`config.mk`:
```
export PLATFORM = sky130hd
export DESIGN_NAME = uart_rx_word
export DESIGN_NICKNAME = d
export VERILOG_FILES = /design/src/rtl/uart_rx_word.sv
export SDC_FILE = /design/constraint.sdc
export NUM_CORES = 1
export LEC_CHECK = 0
export CAP_MARGIN = 20
export CELL_PAD_IN_SITES_DETAIL_PLACEMENT = 1
export CELL_PAD_IN_SITES_GLOBAL_PLACEMENT = 1
export CORE_MARGIN = 2
export CORE_UTILIZATION = 47
export DETAILED_ROUTE_END_ITERATION = 12
export DONT_BUFFER_PORTS = 1
export GPL_ROUTABILITY_DRIVEN = 0
export GPL_TIMING_DRIVEN = 1
export HOLD_SLACK_MARGIN = 0.1
export PLACE_DENSITY_LB_ADDON = 0.15
export REMOVE_ABC_BUFFERS = 1
export SYNTH_ARGS = -nofsm -noshare
export SYNTH_HDL_FRONTEND = slang
export SYNTH_SLANG_ARGS = --single-unit
```
`constraint.sdc`:
```
create_clock -name clk -period 2.5 [get_ports clk]
set_input_delay 0.5 -clock clk [delete_from_list [all_inputs] [get_ports clk]]
set_output_delay 0.5 -clock clk [all_outputs]
set_load 0.005 [all_outputs]
```
`src/rtl/uart_rx_word.sv`:
```
// uart_rx_word: 8N1 serial receiver that packs four LSB-first bytes into one 32-bit word.
// Optional macro RX_TIMEOUT_EN discards a partial word after TIMEOUT_BITS idle bit periods.
module uart_rx_word #(
  parameter int BIT_TICKS    = 2604,
  parameter int HALF_TICKS   = 1302,
  parameter int TIMEOUT_BITS = 40
) (
  input  logic        clk,
  input  logic        rst,
  input  logic        rx_in,
  output logic [31:0] data_out,
  output logic        rx_done,
  output logic        frame_err,
  output logic        busy
);

  localparam int TICK_W = ($clog2(BIT_TICKS + 1) > 12) ? $clog2(BIT_TICKS + 1) : 12;
  localparam logic [TICK_W-1:0] BIT_LAST  = TICK_W'(BIT_TICKS - 1);
  localparam logic [TICK_W-1:0] HALF_LAST = TICK_W'(HALF_TICKS - 1);

  typedef enum logic [2:0] {IDLE, START, DATA, STOP, WAIT_IDLE} state_t;

  state_t            state_q, state_d;
  logic              rx_meta_q, rx_meta_d;
  logic              rx_s_q, rx_s_d;
  logic              rx_prev_q, rx_prev_d;
  logic [TICK_W-1:0] tick_q, tick_d;
  logic [3:0]        bit_cnt_q, bit_cnt_d;
  logic [1:0]        byte_cnt_q, byte_cnt_d;
  logic [7:0]        shift_q, shift_d;
  logic [23:0]       part_q, part_d;
  logic [31:0]       data_out_q, data_out_d;
  logic              rx_done_q, rx_done_d;
  logic              frame_err_q, frame_err_d;
  logic              busy_q, busy_d;
  logic              fall_s;

`ifdef RX_TIMEOUT_EN
  localparam int IDLE_LIMIT = TIMEOUT_BITS * BIT_TICKS;
  localparam int IDLE_W     = $clog2(IDLE_LIMIT + 1);
  logic [IDLE_W-1:0] idle_cnt_q, idle_cnt_d;
`endif

  always_comb begin
    rx_meta_d   = rx_in;
    rx_s_d      = rx_meta_q;
    rx_prev_d   = rx_s_q;
    fall_s      = rx_prev_q & ~rx_s_q;
    state_d     = state_q;
    tick_d      = tick_q + 1'b1;
    bit_cnt_d   = bit_cnt_q;
    byte_cnt_d  = byte_cnt_q;
    shift_d     = shift_q;
    part_d      = part_q;
    data_out_d  = data_out_q;
    rx_done_d   = 1'b0;
    frame_err_d = 1'b0;
    busy_d      = busy_q;

    case (state_q)
      IDLE: begin
        tick_d = '0;
        if (fall_s) begin
          state_d = START;
        end else begin
          state_d = IDLE;
        end
      end
      START: begin
        if (tick_q == HALF_LAST) begin
          tick_d = '0;
          if (rx_s_q) begin
            state_d = IDLE;
          end else begin
            state_d   = DATA;
            bit_cnt_d = 4'd0;
            busy_d    = 1'b1;
          end
        end else begin
          state_d = START;
        end
      end
      DATA: begin
        if (tick_q == BIT_LAST) begin
          tick_d    = '0;
          shift_d   = {rx_s_q, shift_q[7:1]};
          bit_cnt_d = bit_cnt_q + 4'd1;
          if (bit_cnt_q == 4'd7) begin
            state_d = STOP;
          end else begin
            state_d = DATA;
          end
        end else begin
          state_d = DATA;
        end
      end
      STOP: begin
        if (tick_q == BIT_LAST) begin
          tick_d = '0;
          if (rx_s_q) begin
            state_d    = IDLE;
            byte_cnt_d = byte_cnt_q + 2'd1;
            // The fourth byte goes straight to data_out; slots 0..2 wait in part_q.
            case (byte_cnt_q)
              2'd0: part_d[7:0]   = shift_q;
              2'd1: part_d[15:8]  = shift_q;
              2'd2: part_d[23:16] = shift_q;
              2'd3: begin
                data_out_d = {shift_q, part_q};
                rx_done_d  = 1'b1;
                busy_d     = 1'b0;
                part_d     = 24'h0;
              end
              default: part_d = 24'h0;
            endcase
          end else begin
            state_d     = WAIT_IDLE;
            frame_err_d = 1'b1;
            byte_cnt_d  = 2'd0;
            busy_d      = 1'b0;
            part_d      = 24'h0;
          end
        end else begin
          state_d = STOP;
        end
      end
      WAIT_IDLE: begin
        tick_d = '0;
        if (rx_s_q) begin
          state_d = IDLE;
        end else begin
          state_d = WAIT_IDLE;
        end
      end
      default: begin
        state_d = IDLE;
        tick_d  = '0;
      end
    endcase

`ifdef RX_TIMEOUT_EN
    // Any state other than IDLE is reached only through a falling edge, so the count restarts there.
    idle_cnt_d = '0;
    if ((state_q == IDLE) && !fall_s && (byte_cnt_q != 2'd0)) begin
      if (idle_cnt_q == IDLE_W'(IDLE_LIMIT - 1)) begin
        byte_cnt_d = 2'd0;
        busy_d     = 1'b0;
        part_d     = 24'h0;
      end else begin
        idle_cnt_d = idle_cnt_q + 1'b1;
      end
    end else begin
      idle_cnt_d = '0;
    end
`endif
  end

  always_ff @(posedge clk) begin
    if (rst) begin
      rx_meta_q   <= 1'b1;
      rx_s_q      <= 1'b1;
      rx_prev_q   <= 1'b1;
      state_q     <= IDLE;
      tick_q      <= '0;
      bit_cnt_q   <= 4'd0;
      byte_cnt_q  <= 2'd0;
      shift_q     <= 8'h0;
      part_q      <= 24'h0;
      data_out_q  <= 32'h0;
      rx_done_q   <= 1'b0;
      frame_err_q <= 1'b0;
      busy_q      <= 1'b0;
`ifdef RX_TIMEOUT_EN
      idle_cnt_q  <= '0;
`endif
    end else begin
      rx_meta_q   <= rx_meta_d;
      rx_s_q      <= rx_s_d;
      rx_prev_q   <= rx_prev_d;
      state_q     <= state_d;
      tick_q      <= tick_d;
      bit_cnt_q   <= bit_cnt_d;
      byte_cnt_q  <= byte_cnt_d;
      shift_q     <= shift_d;
      part_q      <= part_d;
      data_out_q  <= data_out_d;
      rx_done_q   <= rx_done_d;
      frame_err_q <= frame_err_d;
      busy_q      <= busy_d;
`ifdef RX_TIMEOUT_EN
      idle_cnt_q  <= idle_cnt_d;
`endif
    end
  end

  assign data_out  = data_out_q;
  assign rx_done   = rx_done_q;
  assign frame_err = frame_err_q;
  assign busy      = busy_q;

endmodule
```
==> reports/metrics.yaml <==
max_cap_viol_count: 0
cts_made_buffers: 9
diodes: 0
synth-seq-cells: 91
nets: 387
cp_num_cells: 7
overflow: 0
drive_gt1_share_pct: 9.686
yosys.area_share.adder_pct: 2.427
postRouteAntennaNets: 0
postCtsSetupBuffers: 0
path_buf_inv: 2
port_buffers: 0
final_area_um2: 3944
power_frac_seq_pct: 55.5
synth_mux_area_share_pct: 11.65
die-area_um2: 8394
slew_violations: 0
critPathTopFamily: "simple AND/OR/NAND/NOR gates"
viasPerCell: 5.622
worstPathRequired_ns: 2.73
sw_frac_of_total_pct: 21.55
intPower_w: 0.002060
slowest_delay_ns: 0.38
p_per_area_nw_per_um2: 665.8
hpwl_um: 5604
fin_worst_skew_ns: 0.01514
first_pass_iters: 4
cts_sinks: 91
synth_top_family_by_area: "simple AND/OR/NAND/NOR gates"
finalCriticalPeriod_ns: 2.106
yosysMostFrequentCell: "dfxtp_1"
avgSynthCellArea_um2: 9.572
combPwrFrac_pct: 1.3
place_ws_ns: 0.3897
synth_common_cells: "dfxtp_1 (91), nand2_1 (70), mux2i_1 (42), nor2_1 (27), o22ai_1 (24)"
yosys.area.top_type: "dfxtp_1"
synth_edf_count: 0
fin_crit_sh_pct: 84.22
min_path_type: "input port to flop"
antenna_found_initial: 0
place_area_um2: 3712
cts_root_buffer: "clkbuf_8"
grt_pass1_wl_um: 13840
ys_seq_area_share_pct: 50.49
crit_type: "flop to flop"
clk_path_buf_depth: 2
syn_inst: 377
max-slew-margin-rel_pct: 55.09
start_util_pct: 49.22
rsz0062_at_grt: "no"
critPathLaunchType: "flop"
ys_types: 40
core_um2: 7331
fp.dieH_um: 91.62
routed_wirelength_um: 8131
synth-main-ff-cell: "dfxtp_1"
crit_path_top_delay_cell: "dfxtp_1"
path_cells: "ha_1 > nand4bb_1 > nor4_4 > buf_4 > nand3_2 > buf_4 > mux2i_1"
hold_depth: 1
power_w: 0.002626
grt_usage_pct: 20.46
synth_top_area_share_pct: 50.49
hold_buffers: 0
p_switching_w: 0.0005659
placed_cells: 465
clock_power_share_pct: 43.3
status: "completed"
leakagePower_nw: 1.544
ctsResizeCount: 0
fp-row-count: 31
stdcell_count: 481
clkLatencyLatePin_ns: 0.36
drcViolationCount: 0
async_reset_ff_share_pct: 0
cp-end-kind: "flop"
synth_warnings: 0
vias: 2704
cts_tree: "built"
fin_ws_ns: 0.3945
worstRegToRegCells: 7
tightest_slew_ns: 0.6646
wl_per_cell_um: 16.90
synth_xor_area_share_pct: 2.184
cp_data_arrival_time_ns: 2.34
first_iter_violations: 95
syn_area_um2: 3608
path_clk_slew_ns: 0.10
grt_max_degree: 37
synthSimpleGateAreaFrac_pct: 21.53
crit_fanout: 23
peakVddDrop_v: 0.0003176
synth_compound_area_share_pct: 8.460
area_growth_pct: 9.293
h-tree-depth: 3
first_global_vias: 2693
ios: 38
fmax_ghz: 0.4749
netlist_top_cells_area: "dfxtp_1 (50%), mux2i_1 (12%), nand2_1 (7.3%)"
cpMostUsedCell: "buf_4"
die_x_um: 91.62
finalHoldViolCount: 0
setup_violations: 0
## path summary, 6_finish.rpt
path	start	to	slack [ns]
worst max-delay path	tick_q[0]$_SDFF_PP0_	data_out[7]$_SDFFE_PP0P_	0.39
worst min-delay path	rst	shift_q[1]$_SDFFE_PP0P_	0.20
worst max register to register	tick_q[0]$_SDFF_PP0_	data_out[7]$_SDFFE_PP0P_	0.39
worst min register to register	rx_meta_q$_SDFF_PP1_	rx_prev_d$_SDFF_PP1_	0.44
## stage by stage
step	hold WS [ns]	setup TNS [ns]	util [%]
2_1_floorplan	0.3895	-1.862	-
3_3_place_gp	0.4033	0	50.64
3_5_place_dp	0.4060	0	50.64
4_1_cts	0.1939	0	53.80
5_1_grt	0.1798	0	53.80
6_report	0.2044	0	53.80
## worst register-to-register path, delay by kind of cell, from the launching register on
family | cells | cell delay [ns]
fa+ha+maj | 1 | 0.26
buf+inv | 2 | 0.52
flops | 1 | 0.38
mux | 1 | 0.19
simple gates | 3 | 0.62
## final cells by class
| class | count | area (um2) |
|---|---|---|
| Tap cell | 99 | 123.9 |
| Clock inverter | 6 | 93.84 |
| Sequential cell | 91 | 1822 |
| Inverter | 8 | 30.03 |
| Fill cell | 847 | 3387 |
| Timing Repair Buffer | 9 | 67.56 |
| Multi-Input combinational cell | 258 | 1669 |
| Clock buffer | 10 | 137.6 |
## state kept, by name, indices dropped and copies added, names as in the netlist, 2 cells and up
register    flops
data_out       32
part_q         24
tick_q         12
shift_q         8
bit_cnt_q       4
state_q         3
byte_cnt_q      2
## cells in the final DEF (no fill, tap or decap), types with 2 or more instances in the layout
cell type,count
mux2i_1,42
buf_4,9
nor3b_1,4
inv_1,7
nand3_2,4
o22ai_1,24
nor2_1,27
a21oi_1,7
nand4_1,8
nand2_1,70
nor3_1,5
bufinv_16,2
o21ai_0,4
xor2_1,5
inv_6,2
or2_2,3
nand3_1,10
nor2b_1,3
ha_1,7
o21a_1,3
nand4bb_1,2
dfxtp_1,91
o32ai_1,2
nor4bb_1,4
a211oi_1,3
nand2b_1,2
nor4_4,2
xnor2_1,4
a31oi_1,2
clkbuf_8,10
## power groups by stage
stage	registers, W	logic, W	clock network, W
4_1_cts	0.00146	0.0000335	0.00116
3_5_place_dp	0.00149	0.0000333	0
6_report	0.00146	0.0000332	0.00114
5_1_grt	0.00146	0.0000377	0.00122
2_1_floorplan	0.00149	0.0000218	0
3_3_place_gp	0.00149	0.0000331	0
## logic make-up after synthesis
logic type	count (synthesis)
simple gates	152
flops	91
compound gates	48
mux	42
buf+inv	28
xor+xnor	9
fa+ha+maj	7
## per-layer routing
| metal | global-route usage (%) | share of wire (%) | up-vias |
|---|---|---|---|
| met5 | 0 | 0 | - |
| met4 | 7.449 | 1.3 | 0 |
| met3 | 4.355 | 4.1 | 9 |
| met2 | 32.11 | 47 | 53 |
| met1 | 27.78 | 48 | 1326 |
| li1 | - | - | 1316 |
No activity file was read; power rests on OpenSTA's default activity.
